<file path="config.mk">
export PLATFORM = sky130hd
export DESIGN_NAME = parking_alert_scheduler
export DESIGN_NICKNAME = d
export VERILOG_FILES = /design/src/rtl/parking_alert_pkg.sv /design/src/rtl/parking_alert_scheduler_burst_gen.sv /design/src/rtl/parking_alert_scheduler.sv
export SDC_FILE = /design/constraint.sdc
export NUM_CORES = 1
export LEC_CHECK = 0
export CAP_MARGIN = 20
export CORE_ASPECT_RATIO = 0.7
export CORE_UTILIZATION = 40
export CTS_CLUSTER_DIAMETER = 100
export DETAILED_ROUTE_END_ITERATION = 7
export GPL_TIMING_DRIVEN = 0
export PLACE_DENSITY_LB_ADDON = 0.15
export SYNTH_ARGS = -nofsm -noshare
export SYNTH_HDL_FRONTEND = slang
export SYNTH_HIERARCHICAL = 1
export SYNTH_SLANG_ARGS = --single-unit
</file>
<file path="constraint.sdc">
create_clock -name clk -period 3 [get_ports clk]
set_input_delay 0.45 -clock clk [delete_from_list [all_inputs] [get_ports clk]]
set_output_delay 0.45 -clock clk [all_outputs]
set_load 0.02 [all_outputs]
</file>
<file path="src/rtl/parking_alert_pkg.sv">
// -----------------------------------------------------------------------------
// parking_alert_pkg
// Shared definitions for the parking-lot alert scheduler:
//   state_t       - scheduler FSM states (IDLE, BURST, GAP)
//   TOG_W         - width of one per-source toggle-count field
//   MAX_SRC       - upper bound on requesters supported by toggle_field()
//   toggle_field  - extracts the 4-bit half-period count for one source from
//                   the packed toggle table (source 0 in the LSBs)
// -----------------------------------------------------------------------------
package parking_alert_pkg;

    typedef enum logic [1:0] {
        IDLE  = 2'd0,
        BURST = 2'd1,
        GAP   = 2'd2
    } state_t;

    localparam int unsigned TOG_W   = 4;
    localparam int unsigned MAX_SRC = 16;

    function automatic logic [TOG_W-1:0] toggle_field(
        input logic [MAX_SRC*TOG_W-1:0] toggles,
        input int unsigned              idx
    );
        return toggles[idx*TOG_W +: TOG_W];
    endfunction

endpackage

</file>
<file path="src/rtl/parking_alert_scheduler_burst_gen.sv">
// -----------------------------------------------------------------------------
// alert_burst_gen
// Plays one burst of `len` half-periods, each HALF_PERIOD cycles long.
// The output is high in even phases and low in odd phases, so an odd length
// always ends on a high phase.
//   clk   - system clock
//   rst   - synchronous active-high reset
//   start - launch a burst (output goes high on the next cycle)
//   stop  - synchronous abort; clears the output and both counters
//   len   - half-periods in the burst, sampled on start (1..15)
//   out   - registered burst waveform
//   done  - high in the final cycle of the last phase
// -----------------------------------------------------------------------------
module alert_burst_gen
    import parking_alert_pkg::*;
#(
    parameter int unsigned HALF_PERIOD = 250,
    parameter int unsigned CNT_W       = 26
) (
    input  logic             clk,
    input  logic             rst,
    input  logic             start,
    input  logic             stop,
    input  logic [TOG_W-1:0] len,
    output logic             out,
    output logic             done
);

    localparam logic [CNT_W-1:0] HP_LAST = CNT_W'(HALF_PERIOD - 1);

    logic [CNT_W-1:0] cnt;
    logic [TOG_W-1:0] k;
    logic [TOG_W-1:0] len_q;
    logic             running;
    logic [TOG_W:0]   k_inc;
    logic             phase_end;
    logic             last_phase;

    assign k_inc      = {1'b0, k} + {{TOG_W{1'b0}}, 1'b1};
    assign phase_end  = running && (cnt == HP_LAST);
    // A zero length is treated as a single phase rather than wrapping k.
    assign last_phase = (k_inc >= {1'b0, len_q});
    // Combinational so the scheduler leaves BURST on the same edge the
    // waveform drops, keeping the burst exactly len*HALF_PERIOD cycles.
    assign done       = phase_end && last_phase;

    always_ff @(posedge clk) begin
        if (rst || stop) begin
            cnt     <= '0;
            k       <= '0;
            len_q   <= '0;
            running <= 1'b0;
            out     <= 1'b0;
        end else if (start) begin
            cnt     <= '0;
            k       <= '0;
            len_q   <= len;
            running <= 1'b1;
            out     <= 1'b1;
        end else if (running) begin
            if (phase_end) begin
                cnt <= '0;
                if (last_phase) begin
                    k       <= '0;
                    running <= 1'b0;
                    out     <= 1'b0;
                end else begin
                    k   <= k_inc[TOG_W-1:0];
                    out <= ~out;
                end
            end else begin
                cnt <= cnt + 1'b1;
            end
        end
    end

endmodule

</file>
<file path="src/rtl/parking_alert_scheduler.sv">
// -----------------------------------------------------------------------------
// parking_alert_scheduler
// Shares one alert pin between NUM_SRC requesters. Requests are latched as
// pending, a fixed-priority arbiter (index 0 highest) grants one source at a
// time, its burst pattern is played, and a quiet gap follows every burst.
//   clk        - system clock
//   rst        - synchronous active-high reset
//   req        - level requests; any high cycle sets the matching pending bit
//   mute       - synchronous abort; silences output and clears all pending
//   out_signal - alert pin
//   busy       - high while in BURST or GAP
//   active_src - one-hot source being played, zero outside BURST
//   pending    - latched requests not yet granted
// -----------------------------------------------------------------------------
module parking_alert_scheduler
    import parking_alert_pkg::*;
#(
    parameter int unsigned               NUM_SRC     = 3,
    parameter int unsigned               HALF_PERIOD = 250,
    parameter int unsigned               GAP_CYCLES  = 500,
    parameter logic [NUM_SRC*TOG_W-1:0]  SRC_TOGGLES = {4'd7, 4'd3, 4'd5},
    parameter int unsigned               CNT_W       = 26
) (
    input  logic               clk,
    input  logic               rst,
    input  logic [NUM_SRC-1:0] req,
    input  logic               mute,
    output logic               out_signal,
    output logic               busy,
    output logic [NUM_SRC-1:0] active_src,
    output logic [NUM_SRC-1:0] pending
);

    localparam logic [MAX_SRC*TOG_W-1:0] TOG_TABLE = (MAX_SRC*TOG_W)'(SRC_TOGGLES);
    localparam logic [CNT_W-1:0] GAP_LAST =
        (GAP_CYCLES > 0) ? CNT_W'(GAP_CYCLES - 1) : '0;

    state_t             state;
    logic [CNT_W-1:0]   gap_cnt;
    logic [NUM_SRC-1:0] grant_oh;
    logic [NUM_SRC-1:0] grant_mask;
    int unsigned        grant_idx;
    logic               grant_found;
    logic               start;
    logic [TOG_W-1:0]   grant_len;
    logic               burst_done;
    logic               burst_out;

    // Fixed priority: lowest set index wins.
    always_comb begin
        grant_oh    = '0;
        grant_idx   = 0;
        grant_found = 1'b0;
        for (int unsigned i = 0; i < NUM_SRC; i++) begin
            if (pending[i] && !grant_found) begin
                grant_oh[i] = 1'b1;
                grant_idx   = i;
                grant_found = 1'b1;
            end
        end
    end

    assign start      = (state == IDLE) && grant_found && !mute;
    assign grant_mask = start ? grant_oh : '0;
    assign grant_len  = toggle_field(TOG_TABLE, grant_idx);
    assign out_signal = burst_out;

    alert_burst_gen #(
        .HALF_PERIOD (HALF_PERIOD),
        .CNT_W       (CNT_W)
    ) u_burst_gen (
        .clk   (clk),
        .rst   (rst),
        .start (start),
        .stop  (mute),
        .len   (grant_len),
        .out   (burst_out),
        .done  (burst_done)
    );

    always_ff @(posedge clk) begin
        if (rst || mute) begin
            state      <= IDLE;
            pending    <= '0;
            active_src <= '0;
            busy       <= 1'b0;
            gap_cnt    <= '0;
        end else begin
            // Clear the granted bit before OR-ing in req, so a request in the
            // grant cycle (including from the granted source) is kept.
            pending <= (pending & ~grant_mask) | req;

            case (state)
                IDLE: begin
                    if (start) begin
                        active_src <= grant_oh;
                        busy       <= 1'b1;
                        state      <= BURST;
                    end
                end
                BURST: begin
                    if (burst_done) begin
                        active_src <= '0;
                        gap_cnt    <= '0;
                        if (GAP_CYCLES == 0) begin
                            busy  <= 1'b0;
                            state <= IDLE;
                        end else begin
                            state <= GAP;
                        end
                    end
                end
                GAP: begin
                    if (gap_cnt == GAP_LAST) begin
                        gap_cnt <= '0;
                        busy    <= 1'b0;
                        state   <= IDLE;
                    end else begin
                        gap_cnt <= gap_cnt + 1'b1;
                    end
                end
                default: begin
                    state <= IDLE;
                end
            endcase
        end
    end

endmodule

</file>
# After elaboration in Yosys (flattened, before gate mapping)
# Cells that the tools add are included.
# W data, S select, Z words.
classes:
  n_mux: 31
  magnitude_cmp: 1
  n_eq_ne: 7
  n_reduce_logical: 23
  shifts: 1
  n_addsub: 3
  bitwise_logic: 4
ops:
  columns: ["cell", "count"]
  rows:
  - ["$mux W26", 3]
  - ["$shiftx A64 B33 Y4 const A", 1]
  - ["$add A26 B1 Y26 const B", 2]
  - ["$pmux W26 S2", 1]
  - ["$mux W30", 1]
  - ["$eq A26 B8 Y1 const B", 1]
  - ["$eq A26 B9 Y1 const B", 1]
  - ["$mux W1", 16]
  - ["$reduce_bool A2 Y1", 5]
  - ["$mux W3", 3]
  - ["$reduce_and A3 Y1", 3]
  - ["$logic_and A1 B1 Y1", 6]
  - ["$mux W2", 3]
  - ["$ne A2 B2 Y1 const B", 3]
  - ["$pmux W2 S3", 1]
  - ["$pmux W3 S2", 1]
  - ["$reduce_and A2 Y1", 3]
  - ["$add A4 B1 Y5 const B", 1]
  - ["$ge A5 B4 Y1", 1]
  - ["$mux W4", 1]
  - ["$and A3 B3 Y3", 1]
  - ["$logic_not A1 Y1", 3]
  - ["$not A3 Y3", 1]
  - ["$or A3 B3 Y3", 1]
  - ["other kinds (7)", 7]
word_totals:
  output_inout_bits: 8
  elab_cells: 80
  inputBits: 6
  regBits: 71

# Logic depth before layout (Yosys ltp)
# Gate-level depths: netlist of run 1.
logic_depth:
  word_depth: 13
  depth_mapped: 12
  ltp_nobuf: 12

# By module
# Netlist of run 1, hierarchy kept.
by_module_without_submodules:
  columns: ["module", "cells_per_inst", "instances", "seq_area_each_um2", "area_each_um2"]
  rows:
  - ["alert_burst_gen", 213, 1, 720.7, 1786.7]
  - ["parking_alert_scheduler", 201, 1, 700.7, 1714.1]

# Worst setup path before layout of run 1
# OpenSTA, ideal clock, no wires.
synth_path:
  kind: "reg-to-reg"
  from: "register u_burst_gen.k[0]"
  to: "register gap_cnt[13]"
  stages_incl_launch_ff: 12
  arrival_ns: 2.516
  path_slack_ns: 0.370
  setup_ns: 0.114
  period_less_slack_ns: 2.630
  n_path_buf: 0
  t_required_ns: 2.886
  path_cell_list: "dfxtp_1 -> ha_1 -> ha_1 -> inv_1 -> o21ai_0 -> a21boi_0 -> nor2_1 -> nand3b_1 -> a2111oi_2 -> nand4_1 -> xor2_1 -> nor2_1"
synth_between:
  elab_chain_len: 5
synth_rtl:
  columns: ["element", "line_no", "text"]
  rows:
  - ["start, declared", "parking_alert_scheduler_burst_gen.sv:32", "logic [TOG_W-1:0] k;"]
  - ["start signal, assigned", "parking_alert_scheduler_burst_gen.sv:68", "k <= k_inc[TOG_W-1:0];"]
  - ["$add A4 B1 Y5", "parking_alert_scheduler_burst_gen.sv:39", "assign k_inc = {1'b0, k} + {{TOG_W{1'b0}}, 1'b1};"]
  - ["$ge A5 B4 Y1", "parking_alert_scheduler_burst_gen.sv:42", "assign last_phase = (k_inc >= {1'b0, len_q});"]
  - ["$logic_and A1 B1 Y1", "parking_alert_scheduler_burst_gen.sv:45", "assign done = phase_end && last_phase;"]
  - ["via burst_done", "parking_alert_scheduler.sv:46", "logic burst_done;"]
  - ["$ne A2 B2 Y1 (no source line)", null, null]
  - ["$reduce_and A2 Y1 (no source line)", null, null]
  - ["end signal, assigned", "parking_alert_scheduler.sv:119", "gap_cnt <= gap_cnt + 1'b1;"]
  - ["end, declared", "parking_alert_scheduler.sv:39", "logic [CNT_W-1:0] gap_cnt;"]
# The timed path passes the listed nets, and every way through them passes these cells.
# A chain may end at the register's enable or synchronous reset.

# Worst setup path in the final report of run 1
layout_path:
  from: "register u_burst_gen.cnt[3]"
  to: "register gap_cnt[13]"
layout_between:
  elab_chain_len: 5
layout_rtl:
  columns: ["element", "line_no", "text"]
  rows:
  - ["start, declared", "parking_alert_scheduler_burst_gen.sv:31", "logic [CNT_W-1:0] cnt;"]
  - ["start signal, assigned", "parking_alert_scheduler_burst_gen.sv:72", "cnt <= cnt + 1'b1;"]
  - ["$eq A26 B8 Y1", "parking_alert_scheduler_burst_gen.sv:40", "assign phase_end = running && (cnt == HP_LAST);"]
  - ["$logic_and A1 B1 Y1", "parking_alert_scheduler_burst_gen.sv:40", null]
  - ["$logic_and A1 B1 Y1", "parking_alert_scheduler_burst_gen.sv:45", null]
  - ["via burst_done", "parking_alert_scheduler.sv:46", null]
  - ["$ne A2 B2 Y1 (no source line)", null, null]
  - ["$reduce_and A2 Y1 (no source line)", null, null]
# The timed path passes the listed nets, and every way through them passes these cells.

==> results of run 1 <==
==> stage by stage <==
stage	setup TNS (ns)	utilization, %	setup slack [ns]	instances
detailed placement	-4.05	44.6	-0.393	547
floorplan	0	-	0.370	414
global placement	-3.50	44.6	-0.361	547
CTS	0	48.6	0.00429	564
finish	0	49.1	0.199	566
global route	0	49.1	0.00402	566
==> timing repair <==
item | CTS | global route
hold endpoints to repair | 0 | 0
setup buffers | 3 | 2
resized for setup | 3 | 10
setup endpoints to repair | 19 | 19
hold buffers | 0 | 0
pin swaps | 2 | 2
==> metal layers <==
layer  wire (µm)  vias to the layer above  global-route usage (%)  part of all wire [%]
met4          89                        0                    5.32                   1.1
met2        2990                       68                    24.9                    38
met3         386                        7                    4.83                   5.0
met5           0                        -                       0                     0
met1        4330                     1358                    26.7                    56
li1            -                     1514                       -                     -
==> cells by family (layout without fill, tap and decap cells) <==
logic type,Yosys count,count (layout),synth area share [%]
compound gates,48,48,8.79
xor+xnor,42,42,10.5
fa+ha+maj,8,8,2.86
buf+inv,24,56,3.40
flops,71,71,40.6
mux,5,5,1.43
other cells,2,2,0.215
simple gates,214,214,32.2
==> worst max-delay path, delay by kind of cell (launching register included) <==
| kind | cells | cell delay (ns) |
|---|---|---|
| xor gates and xnor gates | 1 | 0.15 |
| AOI/OAI and AO/OA | 1 | 0.34 |
| and+or+nand+nor | 7 | 1.09 |
| buffers and inverters | 4 | 0.67 |
| DFF | 1 | 0.41 |
==> area by class of cell <==
class	instances	area [µm²]	area share, %
multi-input cells	319	2010	48.4
flip-flops and latches	71	1420	34.2
clock buffers	14	284	6.83
repair buffers	18	171	4.12
well taps	120	150	3.61
plain buffers	14	81.3	1.95
inverters	10	37.5	0.902
==> sequential cells by signal, summed over array words and instances, names as in the netlist <==
register,cells
state,2
u_burst_gen/len_q,4
u_burst_gen/out,1
busy,1
u_burst_gen/running,1
u_burst_gen/k,4
u_burst_gen/cnt,26
gap_cnt,26
active_src,3
pending,3
==> report_power, final <==
part / internal (mW) / total (mW) / switching, mW
logic: 0.0322 / 0.0781 / 0.0458
registers: 0.950 / 0.957 / 0.00667
clock network: 0.641 / 1.01 / 0.371
total: 1.62 / 2.05 / 0.424
==> layout by cell type, fill, tap and decap left out, drive strengths merged, types with 2 or more instances in the layout <==
master / synthesis / routed
clkdlybuf4s50: 0 / 13
o21ai: 15 / 15
a31oi: 2 / 2
mux2i: 5 / 5
xnor2: 18 / 18
ha: 8 / 8
and3: 7 / 7
or3: 9 / 9
inv: 10 / 10
clkbuf: 9 / 23
a21oi: 21 / 21
dfxtp: 71 / 71
or2: 5 / 5
a2111oi: 2 / 2
o21a: 2 / 2
nor2b: 2 / 2
xor2: 24 / 24
nand2b: 5 / 5
nor4: 12 / 12
nand4: 19 / 19
and2: 3 / 3
buf: 5 / 10
nand3: 28 / 28
nand2: 31 / 31
and4: 7 / 7
or4: 4 / 4
nor3: 8 / 8
conb: 2 / 2
nor2: 63 / 63
nand3b: 5 / 5
==> worst min-delay path by stage <==
stage,from,to,cells past startpoint,slack (ns)
global route,u_burst_gen/len_q[3],u_burst_gen/len_q[3],2,0.52
global placement,active_src[2],active_src[2],2,0.46
detailed placement,active_src[0],active_src[0],2,0.47
floorplan,u_burst_gen/len_q[1],u_burst_gen/len_q[1],2,0.46
finish,active_src[0],active_src[0],2,0.47
CTS,active_src[0],active_src[0],2,0.47
==> impl_metrics.yaml, run 1 <==
clock_tree:
  htree_levels: 3
  cts_root_buf: "clkbuf_16"
  cts_buffer_depth: 2
  insertion_delay_ns: 0.32
  cts_num_sinks: 71
  numCtsBuffers: 9
  cts_tree: "built"
  clk_pin_slew_ns: 0.06
synth:
  ys_warn_count: 6
  yosysTopAreaCell: "dfxtp_1"
  async_flop_share_pct: 0
  synth_seq_cells: 71
  synth_area_per_cell_um2: 8.46
  syn_inst: 414
  synth_nets: 428
  syn_area_um2: 3500
  ys_seq_area_share_pct: 40.6
  synthDistinctLibCells: 52
  synth-edff-count: 0
  yosys-top-cells-area: "dfxtp_1 (41%), nor2_1 (6.8%), xor2_1 (6.0%)"
  synth_ff_type: "dfxtp_1"
  yosysTopAreaCellShare_pct: 40.6
  netlist_top_cells_count: "dfxtp_1 (71), nor2_1 (63), nand2_1 (31)"
  synth_most_common_cell: "dfxtp_1"
die:
  coreArea_um2: 8480
  initial_core_util_pct: 41.3
  die_h_um: 80.3
  ios: 14
  rows: 28
  dieArea_um2: 9140
  die_w_um: 114
worst_setup_path:
  cp-startpoint: "u_burst_gen/cnt[3]"
  cp-start-kind: "register"
  endpoint: "gap_cnt[13]"
  path_class: "register to register"
  required_ns: 3.22
  cpPeakStageDelay_ns: 0.41
  crit_path_max_fanout: 10
  cp-end-kind: "register"
  r2r_start: "u_burst_gen/cnt[3]"
  worst_r2r_path_depth: 13
  r2r_end: "gap_cnt[13]"
  cp_cell_sequence: "and4_1 -> buf_6 -> nand4_1 -> or3_4 -> clkbuf_8 -> nor2_2 -> nand3b_1 -> buf_6 -> a2111oi_4 -> buf_4 -> nand4_1 -> xor2_1 -> nor2_1"
  rrSetupSlack_ns: 0.20
  cp_slowest_cell: "dfxtp_1"
  cp.arrival_ns: 3.02
place:
  gp_congestion: 0.799
  placed_area_um2: 3780
  dp_hpwl_um: 5530
  port_buffers: 13
final_layout:
  area_growth_pct: 18.9
  num-fill-cells: 835
  antenna_cells: 0
  drive_above_1_share_pct: 10.5
  final_area_um2: 4160
  layout.nets: 457
sta:
  timing.hold.ws_ns: 0.472
  max_slew_margin_pct: 48.7
  setup_viol: 0
  rsz0062_at_grt: "false"
  tightestPinTransition_ns: 0.763
  hold_viol_final: 0
  maxSlewViolCount: 0
  fin_crit_ns: 2.80
  max_freq_ghz: 0.357
  finClkSkew_ns: 0.00572
  fin_crit_sh_pct: 93.4
global_route:
  antenna_found_initial: 0
  grt_pass1_vias: 2591
  grt_overflow: 0
  grt_first_pass_wirelength_um: 12800
  grt_max_degree: 11
  grt_usage_pct: 18.0
detailed_routing:
  routed_wl_um: 7790
  wl_per_cell_um: 13.8
  first_pass_iters: 5
  vias: 2947
  viasPerCell: 5.21
  final_antenna_net_count: 0
  initialDrtViolationCount: 179
  post-route-drc-count: 0
min_path:
  holdCritPathClass: "register to register"
flow_run:
  maxCapViolCount: 0
outcome:
  status: "completed"
pwr:
  p_leak_nw: 1.38
  vdd_drop_max_mv: 0.309
  p_per_area_nw_per_um2: 492
  finalPower_mw: 2.05
(Power assumes the default switching activity.)
==> inputs of run 2 (changes only) <==
==> constraint.sdc (replaced) <==
create_clock -name clk -period 2.3 [get_ports clk]
set_input_delay 0.345 -clock clk [delete_from_list [all_inputs] [get_ports clk]]
set_output_delay 0.345 -clock clk [all_outputs]
set_load 0.02 [all_outputs]
==> run 2 against run 1 <==
The flow now finishes with violations (setup timing). First-iteration DRC count up 5.0%. Worst hold slack better by 0.0088 ns. Cell count up 2.8%. Sequential power up 30%. Critical path type unchanged. Critical endpoint is now gap_cnt[6]. Largest cell class unchanged.
==> impl_metrics.yaml, run 2 (synthesized netlist as in run 1, its figures left out) <==
worst_setup_path:
  cpPeakStageDelay_ns: 0.36
  cp.arrival_ns: 2.78
  crit_cells: 14
  cp_slowest_cell: "dfxtp_4"
  cp_cell_sequence: "ha_4 -> xor2_1 -> ha_1 -> o21ai_2 -> nand2b_1 -> a21boi_2 -> nor2_4 -> nand3b_1 -> buf_6 -> buf_4 -> nand2_2 -> o21bai_4 -> buf_12 -> nor2_1"
  r2r_end: "gap_cnt[6]"
  worst_r2r_path_depth: 14
  path_class: "register to register"
  required_ns: 2.57
  cp-startpoint: "u_burst_gen/k[0]"
  endpoint: "gap_cnt[6]"
  cp-start-kind: "register"
  crit_path_max_fanout: 6
  rrSetupSlack_ns: -0.21
  cp-end-kind: "register"
  r2r_start: "u_burst_gen/k[0]"
  cp.buffers_inverters: 3
  cpLargestDelayFamily: "compound AO/OA/AOI/OAI gates"
final_layout:
  antenna_cells: 0
  drive_above_1_share_pct: 21.9
  layout_commonest_cell: "nor2_1"
  fin_cells: 582
  area_growth_pct: 27.7
  top_regs: "gap_cnt x26, u_burst_gen/cnt x26"
  most-common-layout-cells: "nor2_1 (58), dfxtp_1 (55), nand2_1 (29)"
  layout.nets: 471
  fin_util_pct: 52.7
detailed_routing:
  vias: 3074
  wl_per_cell_um: 14.1
  final_antenna_net_count: 0
  initialDrtViolationCount: 188
  post-route-drc-count: 0
  first_pass_iters: 4
  routed_wl_um: 8210
  viasPerCell: 5.28
clock_tree:
  postCtsHoldBufs: 0
  cts_num_sinks: 71
  htree_levels: 3
  clk_pin_slew_ns: 0.06
  cts_root_buf: "clkbuf_16"
  cts_buffer_depth: 2
  insertion_delay_ns: 0.33
  cts_tree: "built"
  numCtsBuffers: 9
sta:
  max_slew_margin_pct: 52.1
  fin_crit_ns: 2.51
  max_freq_ghz: 0.399
  maxSlewViolCount: 0
  tightestPinTransition_ns: 0.718
  rsz0062_at_grt: "true"
  hold_viol_final: 0
  setup_viol: 19
  fin_crit_sh_pct: 109
  worst_slack_ns: -0.207
  finClkSkew_ns: 0.00846
pwr:
  finalPower_mw: 2.74
  vdd_drop_max_mv: 0.294
  p_leak_nw: 1.50
  p_per_area_nw_per_um2: 612
die:
  initial_core_util_pct: 41.3
  ios: 14
  dieArea_um2: 9140
  rows: 28
  die_w_um: 114
  coreArea_um2: 8480
  die_h_um: 80.3
global_route:
  grt_usage_pct: 19.0
  antenna_found_initial: 0
  grt_overflow: 0
  grt_first_pass_wirelength_um: 13500
  grt_max_degree: 13
  grt_pass1_vias: 2736
place:
  gp_congestion: 0.840
  dp_slack_ns: -0.804
  port_buffers: 13
  dp_cells: 547
  dp_hpwl_um: 5430
min_path:
  holdCritPathClass: "register to register"
  worstHoldStart: "active_src[2]"
outcome:
  status: "finished with violations"
  violations: "setup timing"
flow_run:
  maxCapViolCount: 0
==> run 2: cell types whose count changed in the layout (fill, tap and decap cells not counted), sizes merged <==
cell and change:
buf +16, clkbuf -6, bufinv +1, clkinvlp +1
clkinv +4
==> run 2: per-layer routing <==
layer | vias up | routed length, µm | track usage (%)
li1 | 1544 | - | -
met1 | 1448 | 4390 | 27.8
met2 | 74 | 3270 | 26.9
met3 | 8 | 456 | 5.36
met4 | 0 | 93 | 5.19
met5 | - | 0 | 0
==> run 2: per-stage QoR <==
stage / TNS, ns / instance area (µm²) / hold slack [ns]
floorplan: -2.85 / 3550 / 0.449
global placement: -26.71 / 3830 / 0.458
detailed placement: -26.29 / 3830 / 0.475
CTS: -3.21 / 4400 / 0.485
global route: -7.01 / 4470 / 0.504
finish: -3.60 / 4470 / 0.481
==> run 2: what timing repair did <==
action,in CTS,in global routing
buffers inserted,16,4
endpoints found under the setup margin,50,56
resized for setup,37,19
pin swaps,11,13
gates cloned,0,1
==> run 2: power by group <==
group | internal (mW) | switching [mW] | total [mW]
logic | 0.0528 | 0.0651 | 0.118
clock network | 0.836 | 0.541 | 1.38
registers | 1.23 | 0.00856 | 1.24
total | 2.12 | 0.614 | 2.74
==> run 2: worst min path at each step <==
| stage | end | slack, ns | cells past startpoint |
|---|---|---|---|
| 2_1_floorplan | u_burst_gen/k[0] | 0.45 | 1 |
| 3_3_place_gp | active_src[2] | 0.46 | 2 |
| 3_5_place_dp | active_src[2] | 0.47 | 2 |
| 4_1_cts | active_src[2] | 0.49 | 2 |
| 5_1_grt | u_burst_gen/k[0] | 0.50 | 1 |
| 6_report | active_src[2] | 0.48 | 2 |
==> run 2: cell type report <==
class,instances,area (µm²)
Tap cell,120,150
Buffer,12,68.8
Clock inverter,6,61.3
Multi-Input combinational cell,319,2150
Fill cell,800,4010
Sequential cell,71,1450
Inverter,10,37.5
Timing Repair Buffer,34,319
Clock buffer,10,229
==> run 2: worst register-to-register path, cell delays in order, from the launching register on <==
cell and delay, ns:
dfxtp_4 0.36, ha_4 0.17, xor2_1 0.14, ha_1 0.28
o21ai_2 0.13, nand2b_1 0.11, a21boi_2 0.23, nor2_4 0.04
nand3b_1 0.09, buf_6 0.14, buf_4 0.14, nand2_2 0.08
o21bai_4 0.26, buf_12 0.19, nor2_1 0.10
